--- src/rtl/gba_video_timing.sv ---
// GBA 240x160 pixel timing and framebuffer scanout: pixel-enable divider, H/V raster counters,
// linear framebuffer read address, and 8-bit RGB/sync/blank outputs. Optional macro: VTG_TESTPATTERN_EN.
module gba_video_timing #(
  parameter int unsigned CE_DIV   = 4,
  parameter int unsigned H_ACTIVE = 240,
  parameter int unsigned H_FP     = 16,
  parameter int unsigned H_SYNC   = 24,
  parameter int unsigned H_BP     = 28,
  parameter int unsigned V_ACTIVE = 160,
  parameter int unsigned V_FP     = 16,
  parameter int unsigned V_SYNC   = 4,
  parameter int unsigned V_BP     = 48,
  parameter int unsigned ADDR_W   = 16
) (
  input  logic              clk_sys,
  input  logic              reset,
  output logic [ADDR_W-1:0] fb_addr,
  input  logic [14:0]       fb_data,
`ifdef VTG_TESTPATTERN_EN
  input  logic              test_pattern,
`endif
  output logic              ce_pix,
  output logic [7:0]        R,
  output logic [7:0]        G,
  output logic [7:0]        B,
  output logic              HSync,
  output logic              VSync,
  output logic              HBlank,
  output logic              VBlank,
  output logic              vblank_start
);

  localparam int unsigned H_TOTAL = H_ACTIVE + H_FP + H_SYNC + H_BP;
  localparam int unsigned V_TOTAL = V_ACTIVE + V_FP + V_SYNC + V_BP;
  localparam int unsigned HCNT_W  = $clog2(H_TOTAL);
  localparam int unsigned VCNT_W  = $clog2(V_TOTAL);
  localparam int unsigned DIV_W   = (CE_DIV > 2) ? $clog2(CE_DIV) : 1;
  localparam int unsigned HS_BEG  = H_ACTIVE + H_FP;
  localparam int unsigned HS_END  = HS_BEG + H_SYNC;
  localparam int unsigned VS_BEG  = V_ACTIVE + V_FP;
  localparam int unsigned VS_END  = VS_BEG + V_SYNC;

  if (CE_DIV < 2) begin : g_bad_ce_div
    $error("gba_video_timing: CE_DIV must be >= 2");
  end

  logic [DIV_W-1:0]  div_q, div_d;
  logic              ce_q, ce_d;
  logic [HCNT_W-1:0] hcnt_q, hcnt_d;
  logic [VCNT_W-1:0] vcnt_q, vcnt_d;
  logic [ADDR_W-1:0] addr_q, addr_d;
  logic [7:0]        r_q, r_d, g_q, g_d, b_q, b_d;
  logic              hs_q, hs_d, vs_q, vs_d, hb_q, hb_d, vb_q, vb_d, vbs_q, vbs_d;
  logic              h_act, v_act, active, h_last, v_last;
  logic [7:0]        px_r, px_g, px_b;

  function automatic logic [7:0] expand5(input logic [4:0] c);
    return {c, c[4:2]};
  endfunction

  always_ff @(posedge clk_sys) begin
    if (reset) begin
      div_q  <= '0;
      ce_q   <= 1'b0;
      hcnt_q <= '0;
      vcnt_q <= '0;
      addr_q <= '0;
      r_q    <= '0;
      g_q    <= '0;
      b_q    <= '0;
      hs_q   <= 1'b0;
      vs_q   <= 1'b0;
      hb_q   <= 1'b0;
      vb_q   <= 1'b0;
      vbs_q  <= 1'b0;
    end else begin
      div_q  <= div_d;
      ce_q   <= ce_d;
      hcnt_q <= hcnt_d;
      vcnt_q <= vcnt_d;
      addr_q <= addr_d;
      r_q    <= r_d;
      g_q    <= g_d;
      b_q    <= b_d;
      hs_q   <= hs_d;
      vs_q   <= vs_d;
      hb_q   <= hb_d;
      vb_q   <= vb_d;
      vbs_q  <= vbs_d;
    end
  end

  // Colour of the pixel at the current counters; fb_data already reflects addr_q here.
  always_comb begin
    px_r = expand5(fb_data[4:0]);
    px_g = expand5(fb_data[9:5]);
    px_b = expand5(fb_data[14:10]);
`ifdef VTG_TESTPATTERN_EN
    if (test_pattern) begin
      px_r = 8'(hcnt_q);
      px_g = 8'(vcnt_q);
      px_b = 8'h80;
    end
`endif
    if (!active) begin
      px_r = 8'h00;
      px_g = 8'h00;
      px_b = 8'h00;
    end
  end

  always_comb begin
    h_act  = hcnt_q < HCNT_W'(H_ACTIVE);
    v_act  = vcnt_q < VCNT_W'(V_ACTIVE);
    active = h_act && v_act;
    h_last = hcnt_q == HCNT_W'(H_TOTAL - 1);
    v_last = vcnt_q == VCNT_W'(V_TOTAL - 1);

    div_d  = (div_q == DIV_W'(CE_DIV - 1)) ? '0 : div_q + DIV_W'(1);
    ce_d   = div_q == DIV_W'(CE_DIV - 2);
    hcnt_d = hcnt_q;
    vcnt_d = vcnt_q;
    addr_d = addr_q;
    r_d    = r_q;
    g_d    = g_q;
    b_d    = b_q;
    hs_d   = hs_q;
    vs_d   = vs_q;
    hb_d   = hb_q;
    vb_d   = vb_q;
    vbs_d  = 1'b0;

    // Latch pixel P's video, then advance the raster.
    if (ce_q) begin
      r_d   = px_r;
      g_d   = px_g;
      b_d   = px_b;
      hb_d  = !h_act;
      vb_d  = !v_act;
      hs_d  = (hcnt_q >= HCNT_W'(HS_BEG)) && (hcnt_q < HCNT_W'(HS_END));
      vs_d  = (vcnt_q >= VCNT_W'(VS_BEG)) && (vcnt_q < VCNT_W'(VS_END));
      vbs_d = !v_act && !vb_q;

      if (h_last) begin
        hcnt_d = '0;
        vcnt_d = v_last ? '0 : vcnt_q + VCNT_W'(1);
      end else begin
        hcnt_d = hcnt_q + HCNT_W'(1);
      end

      if (h_last && v_last) begin
        addr_d = '0;
      end else if (active) begin
        addr_d = addr_q + ADDR_W'(1);
      end
    end
  end

  assign fb_addr      = addr_q;
  assign ce_pix       = ce_q;
  assign R            = r_q;
  assign G            = g_q;
  assign B            = b_q;
  assign HSync        = hs_q;
  assign VSync        = vs_q;
  assign HBlank       = hb_q;
  assign VBlank       = vb_q;
  assign vblank_start = vbs_q;

endmodule
--- config.mk ---
export PLATFORM = sky130hd
export DESIGN_NAME = gba_video_timing
export DESIGN_NICKNAME = d
export VERILOG_FILES = /design/src/rtl/gba_video_timing.sv
export SDC_FILE = /design/constraint.sdc
export NUM_CORES = 1
export LEC_CHECK = 0
export CORE_ASPECT_RATIO = 0.5
export CORE_MARGIN = 1
export CORE_UTILIZATION = 40
export CTS_CLUSTER_DIAMETER = 50
export DETAILED_ROUTE_END_ITERATION = 16
export PLACE_DENSITY = 0.8
export SYNTH_ARGS = -nofsm -noshare
export SYNTH_HDL_FRONTEND = slang
export SYNTH_SLANG_ARGS = --single-unit
--- constraint.sdc ---
create_clock -name clk_sys -period 1.7 [get_ports clk_sys]
set_clock_uncertainty 0.1 [all_clocks]
set_input_delay 0.34 -clock clk_sys [delete_from_list [all_inputs] [get_ports clk_sys]]
set_output_delay 0.34 -clock clk_sys [all_outputs]
set_load 0.05 [all_outputs]
After elaboration in Yosys (flattened, before gate mapping) --
Index checks and enable logic that the tools add are counted.
Word-level totals: input bits 17, flip-flop bits (word level) 65, word-level logic and storage cells 48, output and inout bits 46
Operators by class: bitwise logic cells 1, reductions and logical operators 13, order comparisons 6, add/sub/neg operators 4, multiplexer cells 7, equality and inequality tests 4
Operator list (number):
- 2-to-1 mux 16 bit | 2
- 2-to-1 mux 8 bit | 4
- adder 16 x 1 -> 16 bit (second input constant) | 1
- less-than comparator 8 bit (second input constant) | 2
- adder 9 x 1 -> 9 bit (second input constant) | 1
- equality test 9 bit (second input constant) | 1
- greater-or-equal comparator 9 bit (second input constant) | 1
- less-than comparator 9 x 8 -> 1 bit (second input constant) | 1
- less-than comparator 9 bit (second input constant) | 1
- 2-to-1 mux 9 bit | 1
- adder 8 x 1 -> 8 bit (second input constant) | 1
- equality test 8 bit (second input constant) | 1
- greater-or-equal comparator 8 bit (second input constant) | 1
- logical AND 1 bit | 5
- equality test 2 bit (second input constant) | 2
- AND reduction 2 bit | 2
- OR reduction 2 bit | 2
- logical NOT 1 bit | 3
- adder 2 x 1 -> 2 bit (second input constant) | 1
- nonzero test 2 bit | 1
- NOT 1 bit | 1

Depth between registers and ports, before layout --
Gate-level depths: netlist of the first run.
word-level depth 4, mapped depth 7, gate-level depth less buffers 5

Least setup slack after synthesis of the first run --
OpenSTA, ideal clock, no wires.
kind register -> register, start register addr_q[0], in the netlist fb_addr[0], end register addr_q[12], in the netlist fb_addr[12], setup time 74 ps, required time 1526 ps, data arrival time 1982 ps, slack -456 ps, stages on the path, launching flop included 6, cell sequence dfxtp_1 ha_1 nand4_1 or2_2 or4_1 a31oi_1
On the way: longest elaborated chain between the ends 3
Ends and longest elaborated chain:
- start: declaration | RTL line 51 | logic [ADDR_W-1:0] addr_q, addr_d;
- start signal: assignment | RTL line 81 | addr_q <= addr_d;
- adder 16 x 1 -> 16 bit | RTL line 154 | addr_d = addr_q + ADDR_W'(1);
- 2-to-1 mux 16 bit | RTL line 153 | end else if (active) begin
- 2-to-1 mux 16 bit | RTL line 151 | if (h_last && v_last) begin
Every way passes these cells. The select of a mux whose other input is x is not followed. A chain may end at the register's enable or synchronous reset.

Final worst setup path of the first run --
start register hcnt_q[7], end register addr_q[15], in the netlist fb_addr[15]
On the way: longest elaborated chain between the ends 4, elaborated cells between the ends (all ways) 7, classes of those cells order compare: 1; eq/ne: 1; mux: 1; reduce/logical: 4
Ends and longest elaborated chain:
- start: declaration | RTL line 49 | logic [HCNT_W-1:0] hcnt_q, hcnt_d;
- start signal: assignment | RTL line 79 | hcnt_q <= hcnt_d;
- less-than comparator 9 x 8 -> 1 bit or equality test 9 bit (tied branches) | RTL line 113, 116
- logical AND 1 bit (on tied branches) | RTL line 115, 151
- nonzero test 2 bit (no source line)
- AND reduction 2 bit (no source line)
Several ways; a longest one is shown, not always the timed one.

==> results_dict.tcl, run 1 <==
set metrics [dict create \
    start_util_pct 41.7 \
    dp_hpwl_um 5150 \
    dr.pass1.iters 6 \
    tritoncts "yes" \
    r2r_start "hcnt_q[7]" \
    grt_setup_unrepaired "yes" \
    slew_headroom_pct 74.0 \
    grt_max_degree 29 \
    clock_path_buffers 2 \
    area_delta_synth_final_pct 61.1 \
    min-delay-path-class "reg2reg" \
    syn_area_um2 2550 \
    async_flop_share_pct 0 \
    final.setup.worst_slack_ns -0.0632 \
    cts_buffers 5 \
    place.gp.congestion 0.895 \
    drt-total-wl_um 8270 \
    cts-root-buf "clkbuf_16" \
    cp-start-kind "register" \
    die_area_um2 6710 \
    leakage_nw 1.54 \
    post-route-util_pct 67.2 \
    core-area_um2 6110 \
    r2r_cells 5 \
    setup.worst_path.start "hcnt_q[7]" \
    ys_seq_elements 56 \
    avgSynthCellArea_um2 8.91 \
    violations "negative setup slack" \
    wl_per_cell_um 17.6 \
    dieHeight_um 58.4 \
    cap_viol_max_count 0 \
    path_class "reg2reg" \
    synth-edff-count 0 \
    yosysMostFrequentCell "dfxtp_1" \
    syn_nets 308 \
    crit_path_max_fanout 7 \
    fillers 432 \
    ir_drop_uv 528 \
    gr-total-overflow 0 \
    vias_per_cell 5.74 \
    period_needed_ns 1.76 \
    synth_common_cells "56 x dfxtp_1, 34 x nor2_1, 21 x nand4_1" \
    ys.flop_type "dfxtp_1" \
    fmax_mhz 567 \
    fin_cells 470 \
    p_total_mw 2.82 \
    min_from "div_q[0]" \
    io_buffers 62 \
    endpoint_kind "register" \
    hold_buffers 0 \
    synth_top_area_cell "dfxtp_1" \
    setup_viol 8 \
    htreeDepth 2 \
    worstSkewPairLatency_ns 0.29 \
    die_x_um 115 \
    finalCritPeriodShare_pct 104 \
    vias 2696 \
    hold_violations 0 \
    holdPathStages 1 \
    cp.required_ns 1.83 \
    dpl.cell_count 448 \
    rows 20 \
    first_global_vias 2442 \
    critPathArrivalTime_ns 1.89 \
    yosys_warnings 0 \
    synthTopCellsByArea "dfxtp_1 44%, nand4_1 5.2%, nor2_1 5.0%" \
    nNetsFinal 403 \
    grt_use_total_pct 22.5 \
    io_pins 63 \
    ant_nets 0 \
    grt_pass1_wl_um 11800 \
    antenna_cells 0 \
    drc_errors 0 \
    slew_violations 0 \
    antenna_found_initial 0 \
    netlist.area_leader.share_pct 44.0 \
    ys_seq_area_share_pct 44.0 \
    synthCells 286 \
    outcome "complete, but fails checks" \
    p_per_area_nw_per_um2 686 \
    worst_slew_pin_slew_ns 0.385 \
    first_iter_violations 254 \
    clkTransAtPathRegs_ns 0.08 \
    layout-drive-gt1-share_pct 40.3 \
    cts.sinks 56 \
    synthDistinctLibCells 46 \
]
==> metal layers <==
metal | track usage (%) | wire (um)
met5 | 0 | 0
met4 | 7.24 | 274
met3 | 3.30 | 363
met2 | 42.9 | 4370
met1 | 26.4 | 3260
==> power breakdown <==
part	switching (mW)	internal (mW)
registers	0.0273	1.33
clock network	0.511	0.559
logic	0.227	0.166
total	0.765	2.05
==> metrics by stage <==
stage	hold slack (ns)	setup TNS (ns)	worst slack, ns	instance area [um^2]
finish	0.367	-0.241	-0.0632	4100
global route	0.403	-0.768	-0.104	4100
CTS	0.368	-0.132	-0.0351	3910
detailed placement	0.358	-1.02	-0.111	3680
global placement	0.337	-0.00288	-0.00288	3680
floorplan	0.329	-0.0209	-0.0130	2620
==> final timing paths <==
kind	endpoint	slack, ns
worst max-delay path	fb_addr[15]	-0.06
worst min-delay path	div_q[0]	0.37
worst min register to register	div_q[0]	0.37
worst max register to register	fb_addr[15]	-0.06
==> critical path, cell delays in order, from the launching register on <==
cell and delay [ns]:
dfxtp_4 0.37, a41oi_4 0.27, nand3_4 0.15, buf_12 0.17, or4_1 0.51, a21oi_1 0.14
==> final cells by class <==
type                            count  area (um^2)  share of cell area [%]
Multi-Input combinational cell    201         1410                    34.4
Sequential cell                    56         1170                    28.6
Timing Repair Buffer              112         1230                    30.1
Inverter                            5         22.5                   0.549
Clock inverter                      3         26.3                   0.640
Tap cell                           88          110                    2.68
Clock buffer                        5          125                    3.05
==> cell families (layout without fill, tap and decap cells) <==
kind of cell             count (synthesis)  count (layout)  share of synthesized area, %
AO/OA/AOI/OAI                           53              53                          13.5
buffers and inverters                   30             125                          6.34
AND/OR/NAND/NOR                        127             128                          28.3
XOR/XNOR                                11              11                          3.78
multiplexers                             4               4                          1.62
flip-flops                              56              56                          44.0
adder cells (fa/ha/maj)                  5               5                          2.46
==> layout by cell type (no fill, tap or decap), drive strengths merged, types with 2 or more instances in the layout <==
cell           Yosys  layout
and2               2       2
or4                5       5
clkdlybuf4s50      0      16
o31ai              4       4
nor4bb             2       2
and3               3       3
xor2               4       4
xnor2              7       7
inv                5       5
o2111ai            2       2
nor4               2       2
nor2b              2       2
o211ai             2       2
nor3               5       5
a21oi             17      17
and4b              2       2
nor4b              2       2
a22oi             15      15
nor2              34      34
or3                7       7
mux2i              3       3
clkinv             0       2
nand2             14      14
buf               18      95
o21ai              9       9
dfxtp             56      56
nand4             22      22
and4               3       3
nand3             17      18
ha                 5       5
clkbuf             7       6
==> flip-flops by register name (all words and copies together), names as in the netlist <==
name	flops
fb_addr	16
vblank_start	1
VBlank	1
R	5
HSync	1
vcnt_q	8
G	5
HBlank	1
VSync	1
hcnt_q	9
ce_pix	1
B	5
div_q	2
==> repair_timing <==
item	in CTS	in global routing
gates cloned	0	2
setup endpoints to repair	26	25
buffers inserted	6	6
gates resized for setup	9	28
pin swaps	6	24
Power figures use the tool's default switching activity.
==> run 2, diff against run 1 <==
--- a/config.mk
+++ b/config.mk
@@ -8,9 +8,11 @@
 export CORE_ASPECT_RATIO = 0.5
 export CORE_MARGIN = 1
 export CORE_UTILIZATION = 40
+export CTS_BUF_LIST = sky130_fd_sc_hd__clkbuf_8
 export CTS_CLUSTER_DIAMETER = 50
 export DETAILED_ROUTE_END_ITERATION = 16
 export PLACE_DENSITY = 0.8
+export SKIP_LAST_GASP = 1
 export SYNTH_ARGS = -nofsm -noshare
 export SYNTH_HDL_FRONTEND = slang
 export SYNTH_SLANG_ARGS = --single-unit
==> results_dict.tcl, run 2 (same netlist as run 1, synthesis figures left out) <==
set metrics [dict create \
    first_global_vias 2476 \
    tritoncts "yes" \
    final_common_cell "buf_4" \
    htreeDepth 2 \
    grt_pass1_wl_um 11600 \
    vias 2726 \
    antenna_found_initial 0 \
    dieHeight_um 58.4 \
    fmax_mhz 571 \
    ant_nets 0 \
    holdPathStages 1 \
    cp.required_ns 1.81 \
    drt-total-wl_um 8140 \
    stdcell_area_um2 4130 \
    die_x_um 115 \
    final_cell_mix "64 x buf_4, 34 x nor2_1, 33 x dfxtp_1" \
    area_delta_synth_final_pct 62.2 \
    antenna_cells 0 \
    io_buffers 62 \
    hold_violations 0 \
    clock_path_buffers 2 \
    setup_viol 8 \
    first_iter_violations 250 \
    vias_per_cell 5.79 \
    whs_ns 0.371 \
    worstSkewPairLatency_ns 0.32 \
    slew_violations 0 \
    hold_buffers 0 \
    cts.sinks 56 \
    cts_buffers 5 \
    leakage_nw 1.53 \
    clkTransAtPathRegs_ns 0.10 \
    gr-total-overflow 0 \
    slew_headroom_pct 75.4 \
    dp_slack_ns -0.111 \
    r2r_cells 7 \
    grt_setup_unrepaired "yes" \
    layout-drive-gt1-share_pct 42.3 \
    critPathArrivalTime_ns 1.86 \
    r2r_end "fb_addr[6]" \
    dp_hpwl_um 5150 \
    p_per_area_nw_per_um2 614 \
    path_class "reg2reg" \
    endpoint_kind "register" \
    largest_register_ffs 16 \
    placed_cell_area_um2 3680 \
    fin_cells 471 \
    start_util_pct 41.7 \
    worst_slew_pin_slew_ns 0.369 \
    die_area_um2 6710 \
    final.setup.worst_slack_ns -0.0514 \
    dr.pass1.iters 5 \
    io_pins 63 \
    nNetsFinal 404 \
    crit_path_max_fanout 7 \
    finalCritPeriodShare_pct 103 \
    grt_use_total_pct 22.2 \
    rows 20 \
    r2r_slack_ns -0.05 \
    cp-start-kind "register" \
    min_from "div_q[0]" \
    place.gp.congestion 0.895 \
    hold_end "div_q[0]" \
    dpl.cell_count 448 \
    core-area_um2 6110 \
    cap_viol_max_count 0 \
    period_needed_ns 1.75 \
    ir_drop_uv 411 \
    grt_max_degree 29 \
    min-delay-path-class "reg2reg" \
    outcome "complete, but fails checks" \
    cts-root-buf "clkbuf_8" \
    r2r_start "hcnt_q[6]" \
    drc_errors 0 \
    wl_per_cell_um 17.3 \
    violations "negative setup slack" \
]
[run 2: cell types whose count changed in the layout (fill, tap and decap cells not counted), sizes merged]
| cell | previous run | this run |
|---|---|---|
| buf | 95 | 96 |
[run 2: routing by layer]
metal / wire (um) / GRT usage [%] / part of all wire [%] / vias up
met1: 3220 / 25.9 / 40 / 1358
li1: - / - / - / 1246
met3: 325 / 3.81 / 4.0 / 25
met4: 199 / 5.94 / 2.4 / 0
met2: 4400 / 42.9 / 54 / 97
met5: 0 / 0 / 0 / -
[run 2: repair_timing]
| action | CTS | global route |
|---|---|---|
| resized for setup | 15 | 37 |
| pin swaps | 7 | 28 |
| endpoints found under the setup margin | 25 | 41 |
| cloned | 0 | 2 |
| setup buffers | 9 | 4 |
[run 2: cell type report]
class / instances / area, um^2
fill: 418 / 1970
multi-input combinational: 201 / 1480
clock inverter: 3 / 26.3
tap: 88 / 110
timing repair buffer: 113 / 1250
sequential: 56 / 1180
inverter: 5 / 22.5
clock buffer: 5 / 68.8
[run 2: where the power goes]
part           total [mW]  leakage (nW)  internal [mW]  switching (mW)
Clock               0.780        0.0487          0.302           0.478
Sequential           1.35         0.467           1.33          0.0279
Combinational       0.405          1.01          0.175           0.230
Total                2.54          1.53           1.80           0.736
[run 2: worst max path at each step]
stage	cells after the start	end	slack [ns]	startpoint
floorplan	5	fb_addr[12]	-0.01	fb_addr[1]
global placement	5	vcnt_q[6]	-0.003	hcnt_q[1]
detailed placement	5	vcnt_q[7]	-0.11	hcnt_q[1]
CTS	5	fb_addr[12]	-0.04	hcnt_q[7]
global route	6	fb_addr[4]	-0.09	hcnt_q[6]
finish	7	fb_addr[6]	-0.05	hcnt_q[6]
[run 2: worst max-delay path, stage by stage, from the launching register on]
cell and delay [ns]:
dfxtp_4 0.38, a41oi_4 0.26, nand3_4 0.15, buf_12 0.16
buf_8 0.13, buf_4 0.15, o31ai_4 0.23, a21oi_1 0.09
[run 2: stage by stage]
stage	power, mW	setup TNS (ns)	utilization [%]
after floorplan	1.59	-0.0209	-
after global placement	1.74	-0.00288	60.3
after detailed placement	1.75	-1.02	60.3
after CTS	2.51	-0.217	63.7
after global routing	2.63	-0.721	67.7
final	2.54	-0.224	67.7
